[src/rtl/sequence_generator.sv]
// Serial transmitter: latches the switch pattern on a button edge and
// shifts it out LSB first, one bit every DIV clock cycles.
module sequence_generator #(
  parameter int unsigned DIV   = 100000000,
  parameter int unsigned CNT_W = 27
) (
  input  logic       clk,
  input  logic       rst_n,
  input  logic       button,
  input  logic [7:0] switch,
  input  logic       repeat_en,
  output logic       ser_out,
  output logic       ser_valid,
  output logic [2:0] bit_idx,
  output logic       busy,
  output logic       done
);

  typedef enum logic [1:0] {
    IDLE = 2'd0,
    SEND = 2'd1,
    DONE = 2'd2
  } state_e;

  localparam logic [CNT_W-1:0] LAST = CNT_W'(DIV - 1);

  state_e           state_q, state_d;
  logic [7:0]       pat_q, pat_d;
  logic [7:0]       sh_q, sh_d;
  logic [2:0]       idx_q, idx_d;
  logic [CNT_W-1:0] cnt_q, cnt_d;
  logic             button_q;
  logic             trig;
  logic             load;

  assign trig = button & ~button_q;

  always_comb begin
    state_d = state_q;
    pat_d   = pat_q;
    sh_d    = sh_q;
    idx_d   = idx_q;
    cnt_d   = cnt_q;
    load    = 1'b0;
    unique case (state_q)
      IDLE, DONE: load = trig;
      SEND: begin
        if (trig) begin
          load = 1'b1;
        end else if (cnt_q == LAST) begin
          cnt_d = '0;
          if (idx_q != 3'd7) begin
            sh_d  = sh_q >> 1;
            idx_d = idx_q + 3'd1;
          end else if (repeat_en) begin
            sh_d  = pat_q;
            idx_d = 3'd0;
          end else begin
            state_d = DONE;
            idx_d   = 3'd0;
          end
        end else begin
          cnt_d = cnt_q + CNT_W'(1);
        end
      end
      default: begin
        state_d = IDLE;
        idx_d   = 3'd0;
        cnt_d   = '0;
      end
    endcase
    // a trigger restarts from any legal state, including mid-pattern
    if (load) begin
      state_d = SEND;
      pat_d   = switch;
      sh_d    = switch;
      idx_d   = 3'd0;
      cnt_d   = '0;
    end
  end

  always_ff @(posedge clk or negedge rst_n) begin
    if (!rst_n) begin
      state_q   <= IDLE;
      pat_q     <= '0;
      sh_q      <= '0;
      idx_q     <= '0;
      cnt_q     <= '0;
      button_q  <= 1'b0;
      ser_out   <= 1'b0;
      ser_valid <= 1'b0;
      bit_idx   <= '0;
      busy      <= 1'b0;
      done      <= 1'b0;
    end else begin
      state_q   <= state_d;
      pat_q     <= pat_d;
      sh_q      <= sh_d;
      idx_q     <= idx_d;
      cnt_q     <= cnt_d;
      button_q  <= button;
      ser_out   <= (state_d == SEND) & sh_d[0];
      ser_valid <= (state_d == SEND) && (cnt_d == '0);
      bit_idx   <= idx_d;
      busy      <= (state_d == SEND);
      done      <= (state_d == DONE);
    end
  end

endmodule

[config.mk]
export PLATFORM = sky130hd
export DESIGN_NAME = sequence_generator
export DESIGN_NICKNAME = d
export VERILOG_FILES = /design/src/rtl/sequence_generator.sv
export SDC_FILE = /design/constraint.sdc
export NUM_CORES = 1
export LEC_CHECK = 0
export BUFFER_PORTS_ARGS = -buffer_cell sky130_fd_sc_hd__buf_2
export CAP_MARGIN = 15
export CORE_MARGIN = 2
export CORE_UTILIZATION = 55
export CTS_BUF_LIST = sky130_fd_sc_hd__clkbuf_4 sky130_fd_sc_hd__clkbuf_8 sky130_fd_sc_hd__clkbuf_16
export CTS_CLUSTER_SIZE = 24
export DETAILED_ROUTE_END_ITERATION = 7
export PLACE_DENSITY_LB_ADDON = 0.25
export SYNTH_ARGS = -nofsm -noshare
export SYNTH_HDL_FRONTEND = slang
export SYNTH_SLANG_ARGS = --single-unit
[constraint.sdc]
create_clock -name clk -period 3 [get_ports clk]
set_input_delay 0.6 -clock clk [delete_from_list [all_inputs] [get_ports clk]]
set_output_delay 0.6 -clock clk [all_outputs]
set_load 0.1 [all_outputs]
Word-level counts from Yosys, hierarchy flattened
Cells that the tools add are included.
- add/subtract/negate cells: 2
- equal/unequal tests: 10
- muxes and demuxes: 23
- bitwise logic cells: 3
- reduce and logical (&&, ||, !) cells: 9
- operators by type and width (cell ; count):
    $mux 27 ; 3
    $pmux 27 s2 ; 1
    $mux 8 ; 6
    $add 27x1->27 const B ; 1
    $eq 27x27->1 const B ; 1
    $logic_not 27->1 ; 1
    $mux 3 ; 4
    $mux 2 ; 5
    $ne 3x3->1 const B ; 3
    $pmux 3 s2 ; 1
    $eq 2x1->1 const B ; 2
    $eq 2x2->1 const B ; 2
    $pmux 2 s2 ; 1
    $reduce_and 4->1 ; 1
    $reduce_bool 2->1 ; 2
    $add 3x1->3 const B ; 1
    $reduce_and 3->1 ; 1
    $reduce_bool 3->1 ; 1
    $and 1x1->1 ; 2
    $logic_not 2->1 ; 1
    $ne 2x1->1 const B ; 1
    $ne 2x2->1 const B ; 1
    $pmux 1 s2 ; 1
    $reduce_or 2->1 ; 1
    3 further kinds ; 3
- bits in registers: 53
- bits of input ports: 12
- output and inout port bits: 7

Logic depth before layout (Yosys ltp)
- depth in word-level cells: 8
- depth in mapped cells: 11
- gate-level depth less buffers: 9

Worst setup path after synthesis
No wires, ideal clock.
- path type: flip-flop to flip-flop
- start point: reg cnt_q[0]
- end point: reg ser_valid
- data arrival time: 2.673 ns
- data required time: 2.904 ns
- setup slack: 0.231 ns
- cell stages (with the launch flop): 11
- path through: dfrtp_1 ha_1 nand2_1 or4b_1 or4_4 and2_4 buf_6 o31ai_1 o21ai_1 or3b_1 nor4_2
- word-level cells in the longest chain between the ends: 7
- elaborated cells between the ends (all ways): 13
- ends and longest elaborated chain (what ; RTL line ; RTL):
    start, declared ; 31 ; logic [CNT_W-1:0] cnt_q, cnt_d;
    start signal, assigned ; 100 ; cnt_q <= cnt_d;
    $add 27x1->27 or $eq 27x27->1 (tied branches) ; 63, 50 ;
    $mux 27 or $mux 2 (tied branches) ; 50 ; end else if (cnt_q == LAST) begin
    $mux 27 or $mux 2 (tied branches) ; 48 ; if (trig) begin
    $pmux 27 s2 or $pmux 2 s2 (tied branches) ; 45 ; unique case (state_q)
    $mux 27 or $mux 2 (tied branches) ; 73 ; if (load) begin
    $logic_not 27->1 or $eq 2x1->1 (tied branches) ; 103 ; ser_valid <= (state_d == SEND) && (cnt_d == '0);
    $logic_and 1x1->1 (*) ; 103 ;
    end signal, assigned ; 103 ;
    end, declared ; 13 ; output logic ser_valid,
Every way passes the cells marked *; elsewhere a longest branch is shown, timed or not.
A chain may end at the register's enable or synchronous reset.

Worst setup path after layout
- start point: reg cnt_q[12]
- end point: reg ser_valid
- word-level cells in the longest chain between the ends: 7
- elaborated cells between the ends (all ways): 13
- ends and longest elaborated chain (what ; RTL line):
    $add 27x1->27 or $eq 27x27->1 (tied branches) ; 63, 50
    $mux 27 (*) ; 50
    $mux 27 (*) ; 48
    $pmux 27 s2 (*) ; 45
    $mux 27 (*) ; 73
    net cnt_d[16] ; 31
    $logic_not 27->1 (*) ; 103
    $logic_and 1x1->1 (*) ; 103
The timed path passes the listed nets; every way through them passes the cells marked *.

==> metrics.md <==
| Metric | Value |
|---|---|
| Run status | complete, no violations |
| Fmax | ~0.36 GHz |
| Fin Hold WS | 0.232 ns |
| Met1 wire length | 3640 um |
| Ys async rst share | 100% |
| Placed Cells | between 400 and 500 |
| Fill cell total of the finished layout | 470 |
| Leak Pwr | 0.00156 uW |
| Share of total power in the clock network | 34.0% |
| RSZ-0062 raised after global routing | no |
| DR iter-0 viols | around 350 |
| Switching Power | ~480 uW |
| Routed met2 length | 3640 um |
| Number of enable flip-flop cells after synthesis | 0 |
| Number of maximum-capacitance violations | 0 |
| Count of boundary I/O pins | 19 |
| Synth top area share | a little over two fifths |
| Number of failing setup endpoints in the final timing report | 0 |
| Switching fraction of total power | 28.1% |
| Clock root buffer master | sky130_fd_sc_hd__clkbuf_8 |
| CP endpoint kind | register |
| Total global routing overflow | 0 |
| Relative contribution of combinational cells to total power | approximately a fifth |
| Top layer reached by signal wires | met4 |
| Share of post-route cells with drive strength above 1 | 17.1% |
| Mapped Avg Cell Area | 8.72 sq um |
| Top_reg_cell synth | sky130_fd_sc_hd__dfrtp_1 |
| Data arrival time of the critical path | 3.04 ns |
| Number of routed nets with antenna violations | 0 |
| Placeable Area | 5470 sq um |
| Longest Clk Path Bufs | 2 |
| Number of antenna violations at the first check in global routing | 0 |
| Site row count | 27 |
| Number of H-tree levels | 2 |
| Crit Path Category | reg2reg |
| Synth top area cells | sky130_fd_sc_hd__dfrtp_1 43%, sky130_fd_sc_hd__nand2_1 7.4%, sky130_fd_sc_hd__o21ai_0 3.1% |
| Width of the die | between 70 and 80 um |
| Largest fanout of any net on the critical path | 10 |
| Startpoint class of the critical path | register |
| ANT cells | 0 |
| Final weighted congestion in routability-driven placement | 0.943 |
| Int Power | 1220 uW |
| Final critical-path required period | ~2.8 ns |
| Port Buffers | 18 |
| Count of endpoints failing hold in the final timing report | 0 |
| Syn Inst Count | roughly 350 |
| Number of warnings issued by yosys | 0 |
| Number of buffers created by CTS | 5 |
| Clock slew at the register clock pins of the worst setup and hold paths | 0.10 ns |
| Part of the Yosys area used for sequential elements | 42.9% |
| Power after layout | between 1500 and 2000 uW |
| Final worst clock skew | 0.00980 ns |
| Worst-skew pair later-pin latency | 0.31 ns |
| Via count of the first global-routing pass | ~2,600 |
| HPWL after DPL | just under 6000 um |
| Sum of routed wire length over all layers | 8060 um |
| Worst hold path type | in2async |
| Total length of routed met3 wires | between 600 and 700 um |
| Multi-input gate area in the final layout | 1650 sq um |
| Clock sink count | 53 |
| Net total in the final layout | 400 |
| Worst-case headroom to the max-slew limit | 52.7% |
| Die area | a little over 6000 sq um |
| Number of distinct standard cells referenced by the synthesized netlist | 59 |
| Setup slack of the critical path after layout | between 0.15 and 0.2 ns |
| CTS hold repair buffers | 0 |
| Placement-stage worst setup slack | -0.0348 ns |
| Vias after detailed routing | 2,927 |
| Storage element area | 1330 sq um |
| Count of state elements after synthesis | 53 |
| Clock tree from TritonCTS | yes |
| Sequential share of power | 46.8% |
| Worst supply voltage drop on vdd | approximately 410 uV |
| Average wire per standard cell | 17.6 um |
| Final clock period utilization by the worst path | between 90 and 100% |
| Post-DR vias/cell | 6.39 |
| Power density of the placed cells | 484 nW/um^2 |
| Final Slew Violations | 0 |
| Global Route Usage Sum | 27.1% |
| Layout Utilization | 64.2% |
| Post-Syn Nets | roughly 370 |
| Cell accounting for the most synthesized area | sky130_fd_sc_hd__dfrtp_1 |
| Transition time at the pin with the least slew margin | 0.707 ns |
| Detailed-router iteration count before antenna repair | 5 |
| Largest net degree at the start of global routing | 22 |
| Starting density of the core | between 50% and 60% |
| Summed instance area of the synthesized netlist | roughly 3000 sq um |
| Die Y | around 79 um |
| Final Instance Count excl. Fillers | 458 |
| Synthesis-to-finish area growth | 13.8% |
| Wire length of the first global-routing pass | 13,200 um |
| Req. time, crit path | 3.23 ns |
| Post-route DRC violation count | 0 |
[cells in the mapped netlist (all sizes together) (2+ instances only)]
cell     n
nor3b    3
nand2   62
a31oi    5
a41oi    3
nand3   15
nor2    18
inv      5
nand4   14
ha       3
o31ai    9
or3b     3
nand2b   6
a21o     2
nor3     7
o311a    2
nor4b    2
xor2     3
nor2b   12
and2     5
a21oi   16
dfrtp   53
o311ai   2
o211ai   9
a22o     2
or4      5
and3     8
xnor2    2
nand3b   3
or2      2
buf      6
nor4     7
and4     6
clkbuf  15
o21ai   25
[per-stage QoR]
step,instance area (sq um),TNS [ns]
5_1_grt,3510,0
2_1_floorplan,3090,0
4_1_cts,3500,0
3_5_place_dp,3360,-0.0348
6_report,3510,0
3_3_place_gp,3360,0
[kinds of logic after synthesis]
family          count (synthesis)  share of synthesized area [%]
simple gates                  182                           32.3
compound gates                 83                           17.5
flops                          53                           42.9
buf+inv                        26                           3.97
xor+xnor                        5                           1.42
fa+ha+maj                       3                           1.22
mux                             2                          0.689
[repair_timing]
item	CTS	global route
endpoints found under the setup margin	0	1
gates resized for setup	0	2
setup buffers	0	1
[metal layers]
layer / up-vias / global-route usage [%]
met2: 154 / 38.8
met1: 1386 / 41.3
met3: 27 / 4.89
met5: - / 0
met4: 0 / 9.31
li1: 1360 / -
[cell usage in the layout (no fill, tap or decap), drive strengths merged, types with 5 or more instances in the layout]
master	count
nor4	7
o31ai	9
clkbuf	5
or4	5
dfrtp	53
nor2	18
nand4	14
nand2	62
o211ai	9
and2	5
a31oi	5
inv	6
buf	45
o21ai	25
and3	8
and4	6
nand3	15
nand2b	6
nor3	7
a21oi	16
nor2b	12
[worst paths after layout]
| kind | from | end | slack (ns) | depth (start not counted) |
|---|---|---|---|---|
| hold reg to reg | pat_q[3]$_DFFE_PN0P_ | pat_q[3]$_DFFE_PN0P_ | 0.48 | 2 |
| max in group asynchronous | rst_n | pat_q[5]$_DFFE_PN0P_ | 2.15 | 2 |
| min in group clk | button | button_q$_DFF_PN0_ | 0.41 | 1 |
| setup reg to reg | cnt_q[12]$_DFF_PN0_ | ser_valid$_DFF_PN0_ | 0.18 | 9 |
| setup / recovery | cnt_q[12]$_DFF_PN0_ | ser_valid$_DFF_PN0_ | 0.18 | 9 |
| hold / removal | rst_n | done$_DFF_PN0_ | 0.23 | 1 |
[area by class of cell]
class,count,share of cell area [%]
Clock inverter,3,1.96
Multi-Input combinational cell,275,46.8
Tap cell,72,2.56
Inverter,5,0.534
Clock buffer,5,1.96
Timing Repair Buffer,45,8.44
Sequential cell,53,37.7
[critical path, stage by stage (launching register included)]
cell                      delay (ns)
sky130_fd_sc_hd__dfrtp_1        0.47
sky130_fd_sc_hd__nor4b_1        0.32
sky130_fd_sc_hd__nand4_1        0.21
sky130_fd_sc_hd__or4_4          0.57
sky130_fd_sc_hd__buf_4          0.20
sky130_fd_sc_hd__a31o_1         0.18
sky130_fd_sc_hd__a22o_1         0.24
sky130_fd_sc_hd__nor4_1         0.30
sky130_fd_sc_hd__nand2_1        0.11
sky130_fd_sc_hd__nor4_2         0.13
[power groups by stage]
stage          sequential [uW]  combinational [uW]  clock [uW]
6_report                   795                 326         578
5_1_grt                    803                 360         620
4_1_cts                    795                 322         590
3_5_place_dp               810                 321           0
3_3_place_gp               808                 314           0
2_1_floorplan              875                 140           0
[registers in the layout, summed over array words and instances, names as in the netlist]
| name | count |
|---|---|
| busy | 1 |
| button_q | 1 |
| ser_out | 1 |
| sh_q | 8 |
| pat_q | 8 |
| done | 1 |
| state_q | 2 |
| cnt_q | 27 |
| ser_valid | 1 |
| idx_q | 3 |
Note: power is estimated with default switching activity, not from simulation.
